--- config.mk ---
export PLATFORM = sky130hd
export DESIGN_NAME = mem_bus_arbiter
export DESIGN_NICKNAME = d
export VERILOG_FILES = /design/src/rtl/mem_arb_pkg.sv /design/src/rtl/mem_arb_picker.sv /design/src/rtl/mem_bus_arbiter.sv
export SDC_FILE = /design/constraint.sdc
export NUM_CORES = 1
export LEC_CHECK = 0
export BUFFER_PORTS_ARGS = -buffer_cell sky130_fd_sc_hd__buf_2
export CORE_MARGIN = 2
export CORE_UTILIZATION = 48
export CTS_BUF_LIST = sky130_fd_sc_hd__clkbuf_4 sky130_fd_sc_hd__clkbuf_8
export CTS_CLUSTER_DIAMETER = 30
export DETAILED_ROUTE_END_ITERATION = 16
export GPL_TIMING_DRIVEN = 0
export PLACE_DENSITY = 0.82
export SETUP_SLACK_MARGIN = 0.2
export SYNTH_ARGS = -nofsm -noshare
export SYNTH_HDL_FRONTEND = slang
export SYNTH_HIERARCHICAL = 1
export SYNTH_SLANG_ARGS = --single-unit
--- constraint.sdc ---
create_clock -name clk -period 2.1 [get_ports clk]
set_input_delay 0.315 -clock clk [delete_from_list [all_inputs] [get_ports clk]]
set_output_delay 0.315 -clock clk [all_outputs]
set_load 0.02 [all_outputs]
--- src/rtl/mem_arb_pkg.sv ---
// Shared owner encodings, FSM state type and small arbitration helpers for mem_bus_arbiter.
`timescale 1ns/1ps
package mem_arb_pkg;

   localparam logic [1:0] OWN_NONE  = 2'd0;
   localparam logic [1:0] OWN_FETCH = 2'd1;
   localparam logic [1:0] OWN_LOAD  = 2'd2;
   localparam logic [1:0] OWN_STORE = 2'd3;

   typedef enum logic [1:0] {
      IDLE,
      ACCESS,
      DONE
   } arb_state_e;

   // Isolates the lowest set bit; bit 0 has highest priority.
   function automatic logic [2:0] lowest_one(input logic [2:0] v);
      return v & (~v + 3'd1);
   endfunction

   function automatic logic [1:0] onehot_to_owner(input logic [2:0] win);
      logic [1:0] own;
      own = OWN_NONE;
      if (win[0])      own = OWN_FETCH;
      else if (win[1]) own = OWN_LOAD;
      else if (win[2]) own = OWN_STORE;
      return own;
   endfunction

   // Round-robin start index for the grant after the given winner.
   function automatic logic [1:0] next_rr_ptr(input logic [2:0] win);
      logic [1:0] ptr;
      ptr = 2'd0;
      if (win[0])      ptr = 2'd1;
      else if (win[1]) ptr = 2'd2;
      return ptr;
   endfunction

endpackage

--- src/rtl/mem_arb_picker.sv ---
// Combinational one-hot winner picker (bit 0 fetch, bit 1 load, bit 2 store).
// MEM_ARB_RR_EN selects round-robin from rr_ptr; otherwise fixed priority fetch > load > store.
`timescale 1ns/1ps
module mem_arb_picker
   import mem_arb_pkg::*;
(
   input  logic [2:0] req,
   input  logic [1:0] rr_ptr,
   output logic [2:0] win
);

`ifdef MEM_ARB_RR_EN
   logic [2:0] rot;
   logic [2:0] pick;

   // Rotate so the start requester sits at bit 0, pick lowest, rotate back.
   always_comb begin
      case (rr_ptr)
         2'd1:    rot = {req[0], req[2], req[1]};
         2'd2:    rot = {req[1], req[0], req[2]};
         default: rot = req;
      endcase
      pick = lowest_one(rot);
      case (rr_ptr)
         2'd1:    win = {pick[1], pick[0], pick[2]};
         2'd2:    win = {pick[0], pick[2], pick[1]};
         default: win = pick;
      endcase
   end
`else
   logic unused_ptr;
   assign unused_ptr = ^rr_ptr;

   always_comb begin
      win = lowest_one(req);
   end
`endif

endmodule

--- src/rtl/mem_bus_arbiter.sv ---
// Three-requester single-port memory bus arbiter with fixed wait states.
// Define MEM_ARB_RR_EN for round-robin arbitration; default is fixed priority.
`timescale 1ns/1ps
module mem_bus_arbiter
   import mem_arb_pkg::*;
#(
   parameter int ADDR_W      = 8,
   parameter int DATA_W      = 8,
   parameter int WAIT_CYCLES = 2
) (
   input  logic              clk,
   input  logic              reset_n,
   input  logic              fetch_req,
   input  logic [ADDR_W-1:0] fetch_addr,
   output logic [DATA_W-1:0] fetch_rdata,
   output logic              fetch_ack,
   input  logic              ld_req,
   input  logic [ADDR_W-1:0] ld_addr,
   output logic [DATA_W-1:0] ld_rdata,
   output logic              ld_ack,
   input  logic              st_req,
   input  logic [ADDR_W-1:0] st_addr,
   input  logic [DATA_W-1:0] st_wdata,
   output logic              st_ack,
   output logic [ADDR_W-1:0] mem_addr,
   output logic [DATA_W-1:0] mem_wdata,
   output logic              mem_rd,
   output logic              mem_wr,
   input  logic [DATA_W-1:0] mem_rdata,
   output logic              busy,
   output logic [1:0]        owner
);

   localparam int CNT_W = (WAIT_CYCLES > 0) ? $clog2(WAIT_CYCLES + 1) : 1;
   localparam logic [CNT_W-1:0] CNT_LOAD = CNT_W'(WAIT_CYCLES);

   arb_state_e        state_q, state_d;
   logic [CNT_W-1:0]  cnt_q;
   logic [2:0]        req;
   logic [2:0]        win;
   logic [1:0]        rr_ptr;
   logic [ADDR_W-1:0] win_addr;
   logic              cnt_zero;
   logic              grant;

   assign req      = {st_req, ld_req, fetch_req};
   assign cnt_zero = (cnt_q == '0);
   assign grant    = (state_q == IDLE) && (|req);

   mem_arb_picker u_picker (
      .req    (req),
      .rr_ptr (rr_ptr),
      .win    (win)
   );

`ifdef MEM_ARB_RR_EN
   always_ff @(posedge clk or negedge reset_n) begin
      if (!reset_n)   rr_ptr <= 2'd0;
      else if (grant) rr_ptr <= next_rr_ptr(win);
   end
`else
   assign rr_ptr = 2'd0;
`endif

   always_comb begin
      win_addr = fetch_addr;
      if (win[1])      win_addr = ld_addr;
      else if (win[2]) win_addr = st_addr;
   end

   always_ff @(posedge clk or negedge reset_n) begin
      if (!reset_n) state_q <= IDLE;
      else          state_q <= state_d;
   end

   always_comb begin
      state_d = state_q;
      case (state_q)
         IDLE:    if (|req) state_d = ACCESS;
         ACCESS:  if (cnt_zero) state_d = DONE;
         DONE:    state_d = IDLE;
         default: state_d = IDLE;
      endcase
   end

   always_comb begin
      busy      = (state_q != IDLE);
      fetch_ack = (state_q == DONE) && (owner == OWN_FETCH);
      ld_ack    = (state_q == DONE) && (owner == OWN_LOAD);
      st_ack    = (state_q == DONE) && (owner == OWN_STORE);
   end

   // Strobes are registered, so async reset drops them immediately.
   always_ff @(posedge clk or negedge reset_n) begin
      if (!reset_n) begin
         owner       <= OWN_NONE;
         mem_addr    <= '0;
         mem_wdata   <= '0;
         mem_rd      <= 1'b0;
         mem_wr      <= 1'b0;
         cnt_q       <= '0;
         fetch_rdata <= '0;
         ld_rdata    <= '0;
      end else begin
         case (state_q)
            IDLE: begin
               if (grant) begin
                  owner    <= onehot_to_owner(win);
                  mem_addr <= win_addr;
                  mem_rd   <= ~win[2];
                  mem_wr   <= win[2];
                  cnt_q    <= CNT_LOAD;
                  if (win[2]) mem_wdata <= st_wdata;
               end else begin
                  owner <= OWN_NONE;
               end
            end
            ACCESS: begin
               if (cnt_zero) begin
                  mem_rd <= 1'b0;
                  mem_wr <= 1'b0;
                  if (owner == OWN_FETCH) fetch_rdata <= mem_rdata;
                  if (owner == OWN_LOAD)  ld_rdata    <= mem_rdata;
               end else begin
                  cnt_q <= cnt_q - 1'b1;
               end
            end
            default: ;
         endcase
      end
   end

endmodule

==> results of run 1 <==
[worst max path at each step]
stage,from,endpoint,slack [ns],cells past startpoint
floorplan,cnt_q[0],ld_rdata[0],0.44,5
global placement,cnt_q[0],fetch_rdata[2],0.27,5
detailed placement,cnt_q[0],fetch_rdata[0],0.25,5
CTS,cnt_q[0],fetch_rdata[0],0.23,5
global route,state_q[0],busy,0.22,4
finish,state_q[0],busy,0.29,4
[power groups by stage]
stage          clock [mW]  sequential (mW)  combinational (mW)
2_1_floorplan           0             1.74               0.621
3_3_place_gp            0             1.34                1.50
3_5_place_dp            0             1.36                1.54
4_1_cts             0.488             1.35                1.54
5_1_grt             0.526             1.39                1.70
6_report            0.474             1.34                1.55
[state kept, by name, summed over array words and instances (netlist names)]
name and count:
mem_addr 8, cnt_q 2, mem_wr 1, owner 2, state_q 2, mem_wdata 8
fetch_rdata 8, mem_rd 1, ld_rdata 8
[area by class of cell]
cell class | count | area, um^2 | area share, %
well taps | 48 | 60.06 | 2.463
repair buffers | 86 | 460.4 | 18.88
flip-flops and latches | 40 | 1002 | 41.10
inverters | 4 | 15.01 | 0.6157
multi-input cells | 89 | 785.8 | 32.22
plain buffers | 6 | 33.78 | 1.385
clock inverters | 1 | 5.005 | 0.2052
clock buffers | 6 | 76.32 | 3.130
[metal layers]
layer	part of all wire (%)	routed length, um	up-vias
met4	1.4	51	0
met3	9.6	351	5
li1	-	-	684
met5	0	0	-
met2	47	1717	68
met1	42	1542	662
[timing repair]
| action | 4_1_cts | 5_1_grt |
|---|---|---|
| pin swaps | 0 | 2 |
| setup buffers | 0 | 2 |
| hold endpoints to repair | 0 | 0 |
| endpoints found under the setup margin | 1 | 17 |
| hold buffers | 0 | 0 |
| resized for setup | 1 | 2 |
==> flow_metrics.env, run 1 <==
export IMPL_antenna_found_initial=0
export IMPL_synth_area_mm2=0.001832
export IMPL_grt_pass1_wl_mm=6.106
export IMPL_drv_slew=0
export IMPL_fin_nets=278
export IMPL_p_clk_share_pct=14.1
export IMPL_max_freq_mhz=551.4
export IMPL_finalCriticalPeriod_ns=1.813
export IMPL_maxCapViolations=0
export IMPL_coreArea_mm2=0.003661
export IMPL_critical_path_top_delay_family="buffers and inverters"
export IMPL_path_clk_slew_ns=0.07
export IMPL_r2r_slack_ns=0.35
export IMPL_p_total_mw=3.372
export IMPL_gr_usage_met1_pct=22.88
export IMPL_slowest_stage="dfrtp_2"
export IMPL_reg2reg_to="fetch_rdata[0]"
export IMPL_grt_use_total_pct=18.84
export IMPL_dp_hpwl_mm=2.818
export IMPL_critPathRequiredTime_ns=1.78
export IMPL_portBuffers=84
export IMPL_num_antenna_cells=0
export IMPL_r2r_start="cnt_q[0]"
export IMPL_finalSetupTns_ns=0
export IMPL_place_ws_ns=0.2530
export IMPL_cts_tree="done"
export IMPL_outcome="finished, final reports clean"
export IMPL_layout_drive_gt1_share_pct=59.48
export IMPL_maxSlewHeadroom_pct=42.39
export IMPL_cp_max_fo=10
export IMPL_viasPerCell=5.068
export IMPL_synthCells=139
export IMPL_path_buf_inv=3
export IMPL_initial_core_util_pct=50.03
export IMPL_dieArea_mm2=0.004326
export IMPL_routed_wl_mm=3.662
export IMPL_globalRouteOverflowTotal=0
export IMPL_p_int_mw=2.047
export IMPL_fp_dieH_um=65.78
export IMPL_synth_warnings=6
export IMPL_io_pins=85
export IMPL_htreeDepth=2
export IMPL_place_area_mm2=0.002312
export IMPL_power_switching_mw=1.325
export IMPL_final_cell_mix="86 x buf_2, 39 x dfrtp_1, 33 x mux2_2, 17 x o21ai_0, 8 x mux2i_1"
export IMPL_syn_nets=185
export IMPL_swShare_pct=39.29
export IMPL_powerDensity_mw_per_mm2=1383
export IMPL_combPwrFrac_pct=46.1
export IMPL_avgRoutedWirePerCell_um=13.08
export IMPL_ir_drop_mv=0.6823
export IMPL_fin_worst_skew_ns=0.004938
export IMPL_drc=0
export IMPL_fin_crit_sh_pct=86.36
export IMPL_clock_latency_ns=0.28
export IMPL_p_leak_nw=1.277
export IMPL_routabilityCongestion=0.7727
export IMPL_clockBufferDepth=2
export IMPL_syn_to_final_growth_pct=33.13
export IMPL_final_common_cell="buf_2"
export IMPL_ant_nets=0
export IMPL_die_w_um=65.78
export IMPL_drtPass1Iterations=4
export IMPL_cp_end_kind="primary output"
export IMPL_fin_area_mm2=0.002439
export IMPL_vias=1419
export IMPL_syn_avg_cell_area_um2=13.18
export IMPL_finalWorstSetupSlack_ns=0.2865
export IMPL_hold_class="in2async"
export IMPL_met3_usage_pct=6.814
export IMPL_cp_cell_sequence="or2_0 -> clkbuf_2 -> clkbuf_4 -> buf_2"
export IMPL_critical_path_class="reg2out"
export IMPL_grt_pass1_vias=1349
export IMPL_cp_arrival_ns=1.50
export IMPL_critPathMaxStageDelay_ns=0.47
export IMPL_cts_sinks=40
export IMPL_hold_ws_ns=0.1465
export IMPL_use_met2_pct=30.93
export IMPL_drtIter0Drc=67
export IMPL_rsz0062_at_grt="false"
export IMPL_worst_pin_slew_ns=0.8641
export IMPL_setup_viol=0
export IMPL_grt_busiest_layer="met2"
export IMPL_placed_cells_incl_taps=271
export IMPL_ctsRootBufferMaster="clkbuf_8"
export IMPL_fin_util_pct=66.61
export IMPL_worstSetupStartpointType="flop"
export IMPL_hold_viol=0
export IMPL_row_count=22
export IMPL_final_cells=280
export IMPL_grt_max_degree=41
export IMPL_reg2reg_depth=6
export IMPL_n_fill_cell=284
export IMPL_seqPwrFrac_pct=39.9
export IMPL_cts_made_buffers=5
Power figures use the tool's default switching activity.
==> run 2, diff against run 1 <==
--- a/config.mk
+++ b/config.mk
@@ -5,16 +5,17 @@
 export SDC_FILE = /design/constraint.sdc
 export NUM_CORES = 1
 export LEC_CHECK = 0
+export ABC_AREA = 1
 export BUFFER_PORTS_ARGS = -buffer_cell sky130_fd_sc_hd__buf_2
 export CORE_MARGIN = 2
-export CORE_UTILIZATION = 48
+export CORE_UTILIZATION = 49
 export CTS_BUF_LIST = sky130_fd_sc_hd__clkbuf_4 sky130_fd_sc_hd__clkbuf_8
 export CTS_CLUSTER_DIAMETER = 30
 export DETAILED_ROUTE_END_ITERATION = 16
 export GPL_TIMING_DRIVEN = 0
 export PLACE_DENSITY = 0.82
+export REMOVE_ABC_BUFFERS = 1
 export SETUP_SLACK_MARGIN = 0.2
 export SYNTH_ARGS = -nofsm -noshare
 export SYNTH_HDL_FRONTEND = slang
-export SYNTH_HIERARCHICAL = 1
 export SYNTH_SLANG_ARGS = --single-unit
==> run 2 against run 1 <==
Via count rose by 24%. Clock skew increased by 0.0053 ns. Final area is 0.67% higher. Fmax rose by 5.7%. Cell count up 34%. Combinational power grew 22%. Die area is 4.0% higher. Worst setup slack improved by 0.099 ns. Clock power grew 7.2%. Register-to-register slack better by 0.42 ns. Total power rose by 11%. Critical endpoint is now ld_ack.
==> flow_metrics.env, run 2 <==
export IMPL_cts_setup_buffers=0
export IMPL_ys_seq_area_share_pct=51.35
export IMPL_cts_tree="done"
export IMPL_synth_area_mm2=0.001949
export IMPL_routabilityCongestion=0.7581
export IMPL_dp_hpwl_mm=3.122
export IMPL_combPwrFrac_pct=50.2
export IMPL_grt_pass1_wl_mm=6.920
export IMPL_ant_nets=0
export IMPL_vias=1760
export IMPL_drv_slew=0
export IMPL_synth_area_leaders="dfrtp_1 51%, nand2_1 20%, o21ai_0 6.4%"
export IMPL_synth_edf_count=0
export IMPL_critPathRequiredTime_ns=1.78
export IMPL_synthCells=242
export IMPL_drtIter0Drc=82
export IMPL_coreArea_mm2=0.003744
export IMPL_finalCriticalPeriod_ns=1.715
export IMPL_p_int_mw=2.010
export IMPL_io_pins=85
export IMPL_outcome="finished, final reports clean"
export IMPL_hold_viol=0
export IMPL_swShare_pct=46.46
export IMPL_cts_made_buffers=5
export IMPL_grt_pass1_vias=1613
export IMPL_reg2reg_depth=6
export IMPL_critPathLaunch="owner[0]"
export IMPL_ir_drop_mv=0.8965
export IMPL_place_area_mm2=0.002362
export IMPL_routed_wl_mm=4.231
export IMPL_ys_async_sr_fraction_pct=100.0
export IMPL_power_switching_mw=1.744
export IMPL_syn_to_final_growth_pct=25.93
export IMPL_ys_top_cells_by_count="106 x nand2_1, 40 x dfrtp_1, 25 x o21ai_0"
export IMPL_hold_ws_ns=0.1312
export IMPL_grt_use_total_pct=20.62
export IMPL_slowest_stage="dfrtp_1"
export IMPL_n_fill_cell=332
export IMPL_cts_resized=0
export IMPL_cp_arrival_ns=1.40
export IMPL_worstSetupStartpointType="flop"
export IMPL_antenna_found_initial=0
export IMPL_finalSetupTns_ns=0
export IMPL_worst_pin_slew_ns=0.8514
export IMPL_globalRouteOverflowTotal=0
export IMPL_rsz0062_at_grt="false"
export IMPL_initial_core_util_pct=52.07
export IMPL_die_w_um=67.08
export IMPL_dieArea_mm2=0.004499
export IMPL_fin_util_pct=65.57
export IMPL_cp_max_fo=10
export IMPL_fp_dieH_um=67.08
export IMPL_yosys_area_top_type="dfrtp_1"
export IMPL_place_ws_ns=0.2725
export IMPL_p_clk_share_pct=13.5
export IMPL_finalWorstSetupSlack_ns=0.3851
export IMPL_row_count=22
export IMPL_synth_seq_cells=40
export IMPL_powerDensity_mw_per_mm2=1529
export IMPL_synth_flop_cell="dfrtp_1"
export IMPL_cp_cell_sequence="inv_1 -> nand2_1 -> nor2_1 -> buf_2"
export IMPL_reg2reg_to="fetch_rdata[0]"
export IMPL_portBuffers=84
export IMPL_clockBufferDepth=2
export IMPL_drtPass1Iterations=4
export IMPL_synth_most_common_cell="nand2_1"
export IMPL_yosysTopAreaCellShare_pct=51.35
export IMPL_htreeDepth=2
export IMPL_fin_crit_sh_pct=81.66
export IMPL_grt_max_degree=41
export IMPL_final_cell_mix="106 x nand2_1, 84 x buf_2, 40 x dfrtp_1, 25 x o21ai_0, 24 x inv_1"
export IMPL_path_buf_inv=2
export IMPL_yosysUniqueCellTypes=20
export IMPL_critPathMaxStageDelay_ns=0.40
export IMPL_drc=0
export IMPL_r2r_slack_ns=0.77
export IMPL_viasPerCell=4.681
export IMPL_max_freq_mhz=583.1
export IMPL_maxSlewHeadroom_pct=43.24
export IMPL_r2r_start="cnt_q[0]"
export IMPL_cp_end_kind="primary output"
export IMPL_hold_class="in2async"
export IMPL_path_depth=4
export IMPL_seqPwrFrac_pct=36.2
export IMPL_setup_viol=0
export IMPL_fin_worst_skew_ns=0.01023
export IMPL_path_clk_slew_ns=0.07
export IMPL_cts_hold_buf=0
export IMPL_syn_avg_cell_area_um2=8.055
export IMPL_ctsRootBufferMaster="clkbuf_8"
export IMPL_final_common_cell="nand2_1"
export IMPL_num_antenna_cells=0
export IMPL_synth_warnings=0
export IMPL_layout_drive_gt1_share_pct=32.32
export IMPL_critical_path_top_delay_family="simple AND/OR/NAND/NOR gates"
export IMPL_critical_path_class="reg2out"
export IMPL_p_leak_nw=1.444
export IMPL_cts_sinks=40
export IMPL_avgRoutedWirePerCell_um=11.25
export IMPL_fin_nets=373
export IMPL_maxCapViolations=0
export IMPL_fin_area_mm2=0.002455
export IMPL_clock_latency_ns=0.29
-- run 2: cells by family (layout without fill, tap and decap cells) --
logic type	count (synthesis)	after routing	share of synthesized area (%)
buffers and inverters	33	119	8.664
AO/OA/AOI/OAI	28	28	7.317
adder cells (fa/ha/maj)	1	1	0.6417
AND/OR/NAND/NOR	140	140	32.03
flip-flops	40	40	51.35
-- run 2: cell type report --
class | instances | area [um^2] | area share [%]
clock inverters | 1 | 8.758 | 0.3568
flip-flops and latches | 40 | 1001 | 40.77
repair buffers | 84 | 420.4 | 17.13
multi-input cells | 169 | 779.5 | 31.75
well taps | 48 | 60.06 | 2.446
clock buffers | 7 | 83.83 | 3.415
inverters | 27 | 101.3 | 4.128
-- run 2: how the worst max path moves through the flow --
stage                         endpoint  slack (ns)
after CTS                       ld_ack        0.37
after floorplan                 ld_ack        0.67
final                           ld_ack        0.39
after detailed placement  mem_wdata[0]        0.27
after global routing            ld_ack        0.27
after global placement    mem_wdata[0]        0.32
-- run 2: power groups by stage --
stage / clock [mW] / combinational [mW] / sequential [mW]
after detailed placement: 0 / 1.91 / 1.37
after global placement: 0 / 1.85 / 1.36
after floorplan: 0 / 0.826 / 1.81
after CTS: 0.524 / 1.91 / 1.36
after global routing: 0.560 / 2.15 / 1.40
final: 0.508 / 1.89 / 1.36
-- run 2: worst register-to-register path, delay by kind of cell (launching register included) --
family | cells | cell delay (ns)
fa+ha+maj | 1 | 0.22
buf+inv | 1 | 0.08
simple gates | 4 | 0.59
flops | 1 | 0.39
-- run 2: stage by stage --
step           power (mW)  instances
3_5_place_dp        3.280        368
3_3_place_gp        3.211        368
5_1_grt             4.110        376
6_report            3.754        376
2_1_floorplan       2.632        236
4_1_cts             3.790        376
-- run 2: per-layer routing --
layer	routed length (um)	share of wire (%)	up-vias	GRT usage, %
li1	-	-	921	-
met1	1917	45	783	25.87
met2	2022	48	52	35.15
met3	246	5.8	4	4.223
met4	45	1.1	0	6.888
met5	0	0	-	0
